===== src/rtl/pcie_trans_gen_if.sv =====
// Handshake and data bundle between the transaction router and its upstream/downstream agents.
interface pcie_trans_gen_if #(
    parameter int DATA_W   = 6,
    parameter int NUM_DEST = 2
);
    logic [DATA_W-1:0]          data_in;
    logic                       push;
    logic [NUM_DEST-1:0]        pop;
    logic [NUM_DEST*DATA_W-1:0] data_out;
    logic [NUM_DEST-1:0]        valid_out;
    logic                       pausa_mf;

    modport master (output data_in, push, pop, input data_out, valid_out, pausa_mf);
    modport slave  (input data_in, push, pop, output data_out, valid_out, pausa_mf);
endinterface


===== src/rtl/pcie_trans_gen.sv =====
// Transaction router: main FIFO -> per-VC FIFOs -> arbiter -> per-destination FIFOs.
// state    | meaning
// RESET    | just out of reset, everything frozen
// INIT     | thresholds latched each cycle, datapath frozen
// IDLE     | running, all FIFOs empty
// ACTIVE   | running, at least one FIFO holds data
// ERROR    | main FIFO overflowed, frozen until reset
module pcie_trans_gen #(
    parameter int DATA_W   = 6,
    parameter int NUM_VC   = 2,
    parameter int NUM_DEST = 2,
    parameter int MF_DEPTH = 4,
    parameter int VC_DEPTH = 16,
    parameter int D_DEPTH  = 4,
    parameter int ARB_MODE = 0
) (
    input  logic                      clk,
    input  logic                      reset_L,
    input  logic                      init,
    input  logic [$clog2(MF_DEPTH):0] umbral_mf,
    input  logic [$clog2(VC_DEPTH):0] umbral_vc,
    input  logic [$clog2(D_DEPTH):0]  umbral_d,
    pcie_trans_gen_if.slave           bus,
    output logic                      active_out,
    output logic                      idle_out,
    output logic                      error_out
);
    localparam int VB = $clog2(NUM_VC);
    localparam int DB = $clog2(NUM_DEST);
    localparam int MA = $clog2(MF_DEPTH);
    localparam int VA = $clog2(VC_DEPTH);
    localparam int DA = $clog2(D_DEPTH);

    typedef enum logic [2:0] {S_RESET, S_INIT, S_IDLE, S_ACTIVE, S_ERROR} state_t;
    state_t state_q, state_d;

    logic [MA:0]       thr_mf_q;
    logic [VA:0]       thr_vc_q;
    logic [DA:0]       thr_d_q;
    logic [DATA_W-1:0] mf_mem_q [MF_DEPTH];
    logic [MA-1:0]     mf_rd_q, mf_wr_q;
    logic [MA:0]       mf_cnt_q;
    logic [DATA_W-1:0] vc_mem_q [NUM_VC][VC_DEPTH];
    logic [VA-1:0]     vc_rd_q [NUM_VC];
    logic [VA-1:0]     vc_wr_q [NUM_VC];
    logic [VA:0]       vc_cnt_q [NUM_VC];
    logic [DATA_W-1:0] d_mem_q [NUM_DEST][D_DEPTH];
    logic [DA-1:0]     d_rd_q [NUM_DEST];
    logic [DA-1:0]     d_wr_q [NUM_DEST];
    logic [DA:0]       d_cnt_q [NUM_DEST];
    logic [VB-1:0]     rr_q;
    logic [NUM_DEST-1:0][DATA_W-1:0] dout_q;
    logic [NUM_DEST-1:0]             vout_q;

    logic              run, mf_full, mf_pop, mf_push, overflow, any_busy, grant;
    logic [DATA_W-1:0] mf_head;
    logic [VB-1:0]     mf_vc, grant_v, idx;
    logic [DATA_W-1:0] vc_head [NUM_VC];
    logic [DB-1:0]     vc_dest [NUM_VC];
    logic [NUM_VC-1:0] elig, vc_push, vc_pop;
    logic [DATA_W-1:0] d_head [NUM_DEST];
    logic [NUM_DEST-1:0] d_push, d_pop;

    assign run      = (state_q == S_IDLE) || (state_q == S_ACTIVE);
    assign mf_head  = mf_mem_q[mf_rd_q];
    assign mf_vc    = mf_head[DATA_W-1 -: VB];
    assign mf_full  = (mf_cnt_q == (MA+1)'(MF_DEPTH));
    // Head-of-line: the MF head moves only when its own VC has room.
    assign mf_pop   = run && (mf_cnt_q != '0) && (vc_cnt_q[mf_vc] < thr_vc_q);
    assign mf_push  = run && bus.push && (!mf_full || mf_pop);
    assign overflow = run && bus.push && mf_full && !mf_pop;

    always_comb begin
        any_busy = (mf_cnt_q != '0);
        for (int v = 0; v < NUM_VC; v++) begin
            vc_head[v] = vc_mem_q[v][vc_rd_q[v]];
            vc_dest[v] = vc_head[v][DATA_W-1-VB -: DB];
            elig[v]    = (vc_cnt_q[v] != '0) && (d_cnt_q[vc_dest[v]] < thr_d_q);
            vc_push[v] = mf_pop && (mf_vc == VB'(v));
            any_busy   = any_busy || (vc_cnt_q[v] != '0);
        end
        for (int d = 0; d < NUM_DEST; d++) begin
            d_head[d] = d_mem_q[d][d_rd_q[d]];
            d_pop[d]  = run && bus.pop[d] && (d_cnt_q[d] != '0);
            any_busy  = any_busy || (d_cnt_q[d] != '0);
        end
    end

    always_comb begin
        grant   = 1'b0;
        grant_v = '0;
        idx     = '0;
        for (int i = 0; i < NUM_VC; i++) begin
            idx = (ARB_MODE == 1) ? VB'(rr_q + VB'(i + 1)) : VB'(i);
            if (run && !grant && elig[idx]) begin
                grant   = 1'b1;
                grant_v = idx;
            end
        end
        for (int v = 0; v < NUM_VC; v++)
            vc_pop[v] = grant && (grant_v == VB'(v));
        for (int d = 0; d < NUM_DEST; d++)
            d_push[d] = grant && (vc_dest[grant_v] == DB'(d));
    end

    always_ff @(posedge clk or posedge reset_L) begin
        if (reset_L) state_q <= S_RESET;
        else         state_q <= state_d;
    end

    always_comb begin
        state_d = state_q;
        case (state_q)
            S_RESET:  state_d = S_INIT;
            S_INIT:   if (!init) state_d = S_IDLE;
            S_IDLE, S_ACTIVE: begin
                if (overflow)      state_d = S_ERROR;
                else if (init)     state_d = S_INIT;
                else if (any_busy) state_d = S_ACTIVE;
                else               state_d = S_IDLE;
            end
            default:  state_d = state_q;
        endcase
    end

    always_comb begin
        idle_out      = (state_q == S_IDLE);
        active_out    = (state_q == S_ACTIVE);
        error_out     = (state_q == S_ERROR);
        bus.pausa_mf  = run ? (mf_cnt_q >= thr_mf_q) : 1'b1;
        bus.valid_out = run ? vout_q : '0;
    end

    assign bus.data_out = dout_q;

    always_ff @(posedge clk or posedge reset_L) begin
        if (reset_L) begin
            thr_mf_q <= (MA+1)'(MF_DEPTH - 1);
            thr_vc_q <= (VA+1)'(VC_DEPTH - 1);
            thr_d_q  <= (DA+1)'(D_DEPTH - 1);
            mf_rd_q  <= '0;
            mf_wr_q  <= '0;
            mf_cnt_q <= '0;
            rr_q     <= '0;
            dout_q   <= '0;
            vout_q   <= '0;
            for (int v = 0; v < NUM_VC; v++) begin
                vc_rd_q[v]  <= '0;
                vc_wr_q[v]  <= '0;
                vc_cnt_q[v] <= '0;
            end
            for (int d = 0; d < NUM_DEST; d++) begin
                d_rd_q[d]  <= '0;
                d_wr_q[d]  <= '0;
                d_cnt_q[d] <= '0;
            end
        end else begin
            // Clamping to depth is what keeps the internal FIFOs from overflowing.
            if (state_q == S_INIT) begin
                thr_mf_q <= (umbral_mf > (MA+1)'(MF_DEPTH)) ? (MA+1)'(MF_DEPTH) : umbral_mf;
                thr_vc_q <= (umbral_vc > (VA+1)'(VC_DEPTH)) ? (VA+1)'(VC_DEPTH) : umbral_vc;
                thr_d_q  <= (umbral_d  > (DA+1)'(D_DEPTH))  ? (DA+1)'(D_DEPTH)  : umbral_d;
            end
            if (mf_push) mf_wr_q <= mf_wr_q + 1'b1;
            if (mf_pop)  mf_rd_q <= mf_rd_q + 1'b1;
            mf_cnt_q <= mf_cnt_q + (MA+1)'(mf_push) - (MA+1)'(mf_pop);
            if (grant) rr_q <= grant_v;
            for (int v = 0; v < NUM_VC; v++) begin
                if (vc_push[v]) vc_wr_q[v] <= vc_wr_q[v] + 1'b1;
                if (vc_pop[v])  vc_rd_q[v] <= vc_rd_q[v] + 1'b1;
                vc_cnt_q[v] <= vc_cnt_q[v] + (VA+1)'(vc_push[v]) - (VA+1)'(vc_pop[v]);
            end
            for (int d = 0; d < NUM_DEST; d++) begin
                if (d_push[d]) d_wr_q[d] <= d_wr_q[d] + 1'b1;
                if (d_pop[d]) begin
                    d_rd_q[d] <= d_rd_q[d] + 1'b1;
                    dout_q[d] <= d_head[d];
                end
                d_cnt_q[d] <= d_cnt_q[d] + (DA+1)'(d_push[d]) - (DA+1)'(d_pop[d]);
                vout_q[d]  <= d_pop[d];
            end
        end
    end

    always_ff @(posedge clk) begin
        if (mf_push) mf_mem_q[mf_wr_q] <= bus.data_in;
        for (int v = 0; v < NUM_VC; v++)
            if (vc_push[v]) vc_mem_q[v][vc_wr_q[v]] <= mf_head;
        for (int d = 0; d < NUM_DEST; d++)
            if (d_push[d]) d_mem_q[d][d_wr_q[d]] <= vc_head[grant_v];
    end
endmodule


===== src/flat_wrapper.sv =====
// flat-port wrapper written by rule: the top's interface ports become plain ports
module pcie_trans_gen_flat 
#(
    parameter int DATA_W   = 6,
    parameter int NUM_VC   = 2,
    parameter int NUM_DEST = 2,
    parameter int MF_DEPTH = 4,
    parameter int VC_DEPTH = 16,
    parameter int D_DEPTH  = 4,
    parameter int ARB_MODE = 0
)
  (clk, reset_L, init, umbral_mf, umbral_vc, umbral_d, active_out, idle_out, error_out, bus_data_in, bus_push, bus_pop, bus_data_out, bus_valid_out, bus_pausa_mf);
  pcie_trans_gen_if #(.DATA_W(DATA_W), .NUM_DEST(NUM_DEST)) bus_i ();
  input  logic clk;
  input  logic reset_L;
  input  logic init;
  input  logic [$clog2(MF_DEPTH):0] umbral_mf;
  input  logic [$clog2(VC_DEPTH):0] umbral_vc;
  input  logic [$clog2(D_DEPTH):0] umbral_d;
  output logic active_out;
  output logic idle_out;
  output logic error_out;
  input wire logic [$bits(bus_i.data_in)-1:0] bus_data_in;
  input wire logic [$bits(bus_i.push)-1:0] bus_push;
  input wire logic [$bits(bus_i.pop)-1:0] bus_pop;
  output wire logic [$bits(bus_i.data_out)-1:0] bus_data_out;
  output wire logic [$bits(bus_i.valid_out)-1:0] bus_valid_out;
  output wire logic [$bits(bus_i.pausa_mf)-1:0] bus_pausa_mf;
  assign bus_i.data_in = bus_data_in;
  assign bus_i.push = bus_push;
  assign bus_i.pop = bus_pop;
  assign bus_data_out = bus_i.data_out;
  assign bus_valid_out = bus_i.valid_out;
  assign bus_pausa_mf = bus_i.pausa_mf;
  pcie_trans_gen #(.DATA_W(DATA_W), .NUM_VC(NUM_VC), .NUM_DEST(NUM_DEST), .MF_DEPTH(MF_DEPTH), .VC_DEPTH(VC_DEPTH), .D_DEPTH(D_DEPTH), .ARB_MODE(ARB_MODE)) u_core (.clk(clk), .reset_L(reset_L), .init(init), .umbral_mf(umbral_mf), .umbral_vc(umbral_vc), .umbral_d(umbral_d), .bus(bus_i), .active_out(active_out), .idle_out(idle_out), .error_out(error_out));
endmodule

===== config.mk =====
export PLATFORM = sky130hd
export DESIGN_NAME = pcie_trans_gen_flat
export DESIGN_NICKNAME = d
export VERILOG_FILES = /design/src/rtl/pcie_trans_gen_if.sv /design/src/rtl/pcie_trans_gen.sv /design/src/flat_wrapper.sv
export SDC_FILE = /design/constraint.sdc
export NUM_CORES = 1
export LEC_CHECK = 0
export CELL_PAD_IN_SITES_DETAIL_PLACEMENT = 1
export CELL_PAD_IN_SITES_GLOBAL_PLACEMENT = 1
export CORE_MARGIN = 2
export CORE_UTILIZATION = 45
export DETAILED_ROUTE_END_ITERATION = 12
export PLACE_DENSITY = 0.79
export SLEW_MARGIN = 20
export SYNTH_ARGS = -nofsm -noshare
export SYNTH_HDL_FRONTEND = slang
export SYNTH_SLANG_ARGS = --single-unit

===== constraint.sdc =====
create_clock -name clk -period 14.05 [get_ports clk]
set_input_delay 4.215 -clock clk [delete_from_list [all_inputs] [get_ports clk]]
set_output_delay 4.215 -clock clk [all_outputs]
set_load 0.02 [all_outputs]

==> impl_metrics.json <==
{
  "setup-tns-final_ps": 0,
  "dpl_cell_area_sq_um": 15360,
  "endpoint_kind": "output port",
  "syn_nets": 939,
  "vias": 7485,
  "clkSinkCount": 339,
  "netlist_instances": 860,
  "core_sq_um": 31640,
  "grt_setup_unrepaired": "no",
  "p_leak_uw": 0.006006,
  "slew-limit-headroom": 0.2650,
  "r2r_setup_slack_ps": 8240,
  "grt-ovfl-total": 0,
  "worstSetupPathType": "register to output port",
  "cp-start-kind": "register",
  "hp-start": "u_core.thr_vc_q[2]$_DFFE_PP1P_",
  "post_cts_buffers": 0,
  "setup_violations": 0,
  "max_freq_ghz": 0.1480,
  "drtPass1Iterations": 5,
  "grt_pass1_vias": 8320,
  "n_antenna_cell": 0,
  "hold_buffers": 0,
  "ioPinCount": 41,
  "synth_edf_count": 264,
  "portBuffers": 40,
  "cap_violations": 0,
  "yosys_warnings": 0,
  "async_flop_share": 0.2212,
  "slowest_delay_ps": 600,
  "post-route-period-util": 0.4808,
  "rows": 65,
  "wirelength_um": 30400,
  "area_growth_pct": 14.58,
  "top_layer": "met4",
  "met2WireLength_um": 15970,
  "final.min_clock_period_ps": 6755,
  "holdPathStages": 2,
  "peakVddDrop_v": 0.0001379,
  "crit_chain": "nor2b_1 -> buf_4 -> nor2b_1 -> clkdlybuf4s50_1",
  "wl_met3_um": 1181,
  "grt_use_total": 0.1873,
  "cts.clk_slew.worst_paths_ps": 60,
  "via_per_inst": 5.582,
  "drc_errors": 0,
  "arrival_ps": 2540,
  "initial_utilization": 0.4592,
  "dp_hpwl_um": 20250,
  "multi_input_area_sq_um": 4360,
  "finalMaxSlewViolations": 0,
  "hold-path-endpoint": "u_core.thr_vc_q[2]$_DFFE_PP1P_",
  "drt_iter0_drc": 591,
  "final_nets": 990,
  "power_density_nw_per_um2": 233.7,
  "seqCellArea_sq_um": 9816,
  "syn_area_per_cell_sq_um": 16.89,
  "hold_class": "register to register",
  "die_w_um": 183.7,
  "clockBufferDepth": 3,
  "grt_antenna_before_repair": 0,
  "cp_max_fo": 12,
  "final_area_sq_um": 16640,
  "wl_per_cell_um": 22.67,
  "grt_pass1_wl_um": 47710,
  "insertion_delay_ps": 520,
  "outcome": "completed",
  "place_congestion": 0.7491,
  "ys_seq_area_frac": 0.6756,
  "cts_tree": "built",
  "clockRootBuffer": "clkbuf_16",
  "layout_common_cells": "edfxtp_1, dfrtp_1, inv_1, mux4_2, ha_1",
  "required_ps": 9840,
  "worstRegToRegCells": 19,
  "cpMostUsedCell": "nor2b_1",
  "crit_path_top_delay_cell": "clkdlybuf4s50_1",
  "reg2reg_to": "u_core.vc_cnt_q[4]$_DFF_PP0_",
  "synth_flop_cell": "edfxtp_1",
  "hold_violations": 0,
  "cts_buffers": 36,
  "ys_ff_latch": 339,
  "fillers": 2931,
  "die_height_um": 183.7,
  "clock_skew_ps": 17.73,
  "path_buf_inv": 2,
  "worst_slew_pin_slew_ps": 1075,
  "critPathTopFamily": "buffers and inverters",
  "synth_area_sq_um": 14530,
  "ctsResizeCount": 0,
  "ys_types": 56,
  "grt_start_max_net_pins": 76,
  "ant_nets": 0,
  "htree_num_levels": 2,
  "layout-drive-gt1-share": 0.1832,
  "power_uw": 3890,
  "die-area_sq_um": 33730,
  "r2r_start": "u_core.vc_rd_q[6]$_DFFE_PP0P_",
  "wirelength_met1_um": 12680,
  "final_common_cell": "edfxtp_1"
}
==> state kept, by name, indices dropped and copies added, names as in the netlist <==
register,cells
u_core.d_mem_q,48
u_core.vout_q,2
u_core.d_rd_q,4
u_core.vc_mem_q,192
u_core.d_wr_q,4
u_core.bus.data_out,12
u_core.vc_wr_q,8
u_core.thr_d_q,3
u_core.d_cnt_q,6
u_core.vc_rd_q,8
u_core.mf_mem_q,24
u_core.mf_cnt_q,3
u_core.state_q,3
u_core.thr_mf_q,3
u_core.thr_vc_q,5
u_core.mf_rd_q,2
u_core.mf_wr_q,2
u_core.vc_cnt_q,10
==> synthesized netlist by cell type (12+ instances only) <==
cell	n	area [sq um]
mux2i_1	24	240.2
nor2_1	16	60.06
inv_1	61	229.0
clkbuf_1	23	86.33
xnor2_1	25	219.0
mux4_2	60	1351
o21ai_0	24	120.1
mux2_2	24	270.3
ha_1	51	638.1
and3_1	16	100.1
nor3_1	12	60.06
edfxtp_1	264	7928
and2_1	17	106.4
nand2_1	36	135.1
dfrtp_1	67	1677
nand2b_1	13	81.33
==> stage by stage <==
stage | util | worst slack, ps | hold WS (ps) | cells
2_1_floorplan | - | 7938 | 457.1 | 860
3_3_place_gp | 0.4854 | 7508 | 468.9 | 1275
3_5_place_dp | 0.4854 | 7442 | 480.3 | 1275
4_1_cts | 0.5253 | 7303 | 493.2 | 1341
5_1_grt | 0.5261 | 7154 | 512.3 | 1341
6_report | 0.5261 | 7295 | 487.9 | 1341
==> area by class of cell <==
| class | instances | share of cell area |
|---|---|---|
| repair buffers | 49 | 0.02834 |
| clock inverters | 26 | 0.01842 |
| well taps | 402 | 0.03022 |
| multi-input cells | 424 | 0.2620 |
| flip-flops and latches | 339 | 0.5897 |
| inverters | 61 | 0.01383 |
| clock buffers | 40 | 0.05751 |
==> worst max path at each step <==
stage / to / cells after the start / slack (ps) / startpoint
6_report: idle_out / 4 / 7290 / u_core.state_q[1]$_DFFE_PP0P_
5_1_grt: idle_out / 4 / 7150 / u_core.state_q[1]$_DFFE_PP0P_
4_1_cts: idle_out / 4 / 7300 / u_core.state_q[1]$_DFFE_PP0P_
3_5_place_dp: u_core.mf_cnt_q[2]$_DFF_PP0_ / 8 / 7440 / bus_push
3_3_place_gp: u_core.mf_cnt_q[2]$_DFF_PP0_ / 8 / 7510 / bus_push
2_1_floorplan: u_core.bus.data_out[0]$_DFFE_PP0P_ / 1 / 7940 / reset_L
==> cells by family (layout without fill, tap and decap cells) <==
kind of cell / after synthesis / in the layout / share of synthesized area
DFF: 339 / 339 / 0.6756
and+or+nand+nor: 141 / 141 / 0.05108
muxes: 117 / 117 / 0.1389
buffers and inverters: 97 / 176 / 0.02567
AOI/OAI and AO/OA: 75 / 75 / 0.03678
adders and majority gates: 56 / 56 / 0.05082
xor gates and xnor gates: 35 / 35 / 0.02110
==> worst register-to-register path, cell delays in order, from the launching register on <==
cell       delay, ps
dfrtp_1          780
mux4_1           690
mux4_2           590
nand2_1          110
nand2_1           70
ha_1             310
a2111oi_0        930
mux2i_2          310
o211ai_2         390
inv_1            110
ha_1             310
inv_1             50
ha_1             160
inv_1             60
fa_1             400
inv_1             90
a21oi_1           60
nor2_1            80
nor2_1            50
xnor2_1          110
==> power breakdown <==
group          total, uW  internal [uW]  switching, uW
Combinational       1290            549            742
Clock               1010            620            387
Sequential          1590           1410            179
==> metal layers <==
| layer | GRT usage | vias to the layer above |
|---|---|---|
| met4 | 0.04960 | 0 |
| met2 | 0.3318 | 167 |
| met1 | 0.2405 | 3903 |
| met5 | 0 | - |
| met3 | 0.03011 | 43 |
| li1 | - | 3372 |
(Power assumes the default switching activity.)
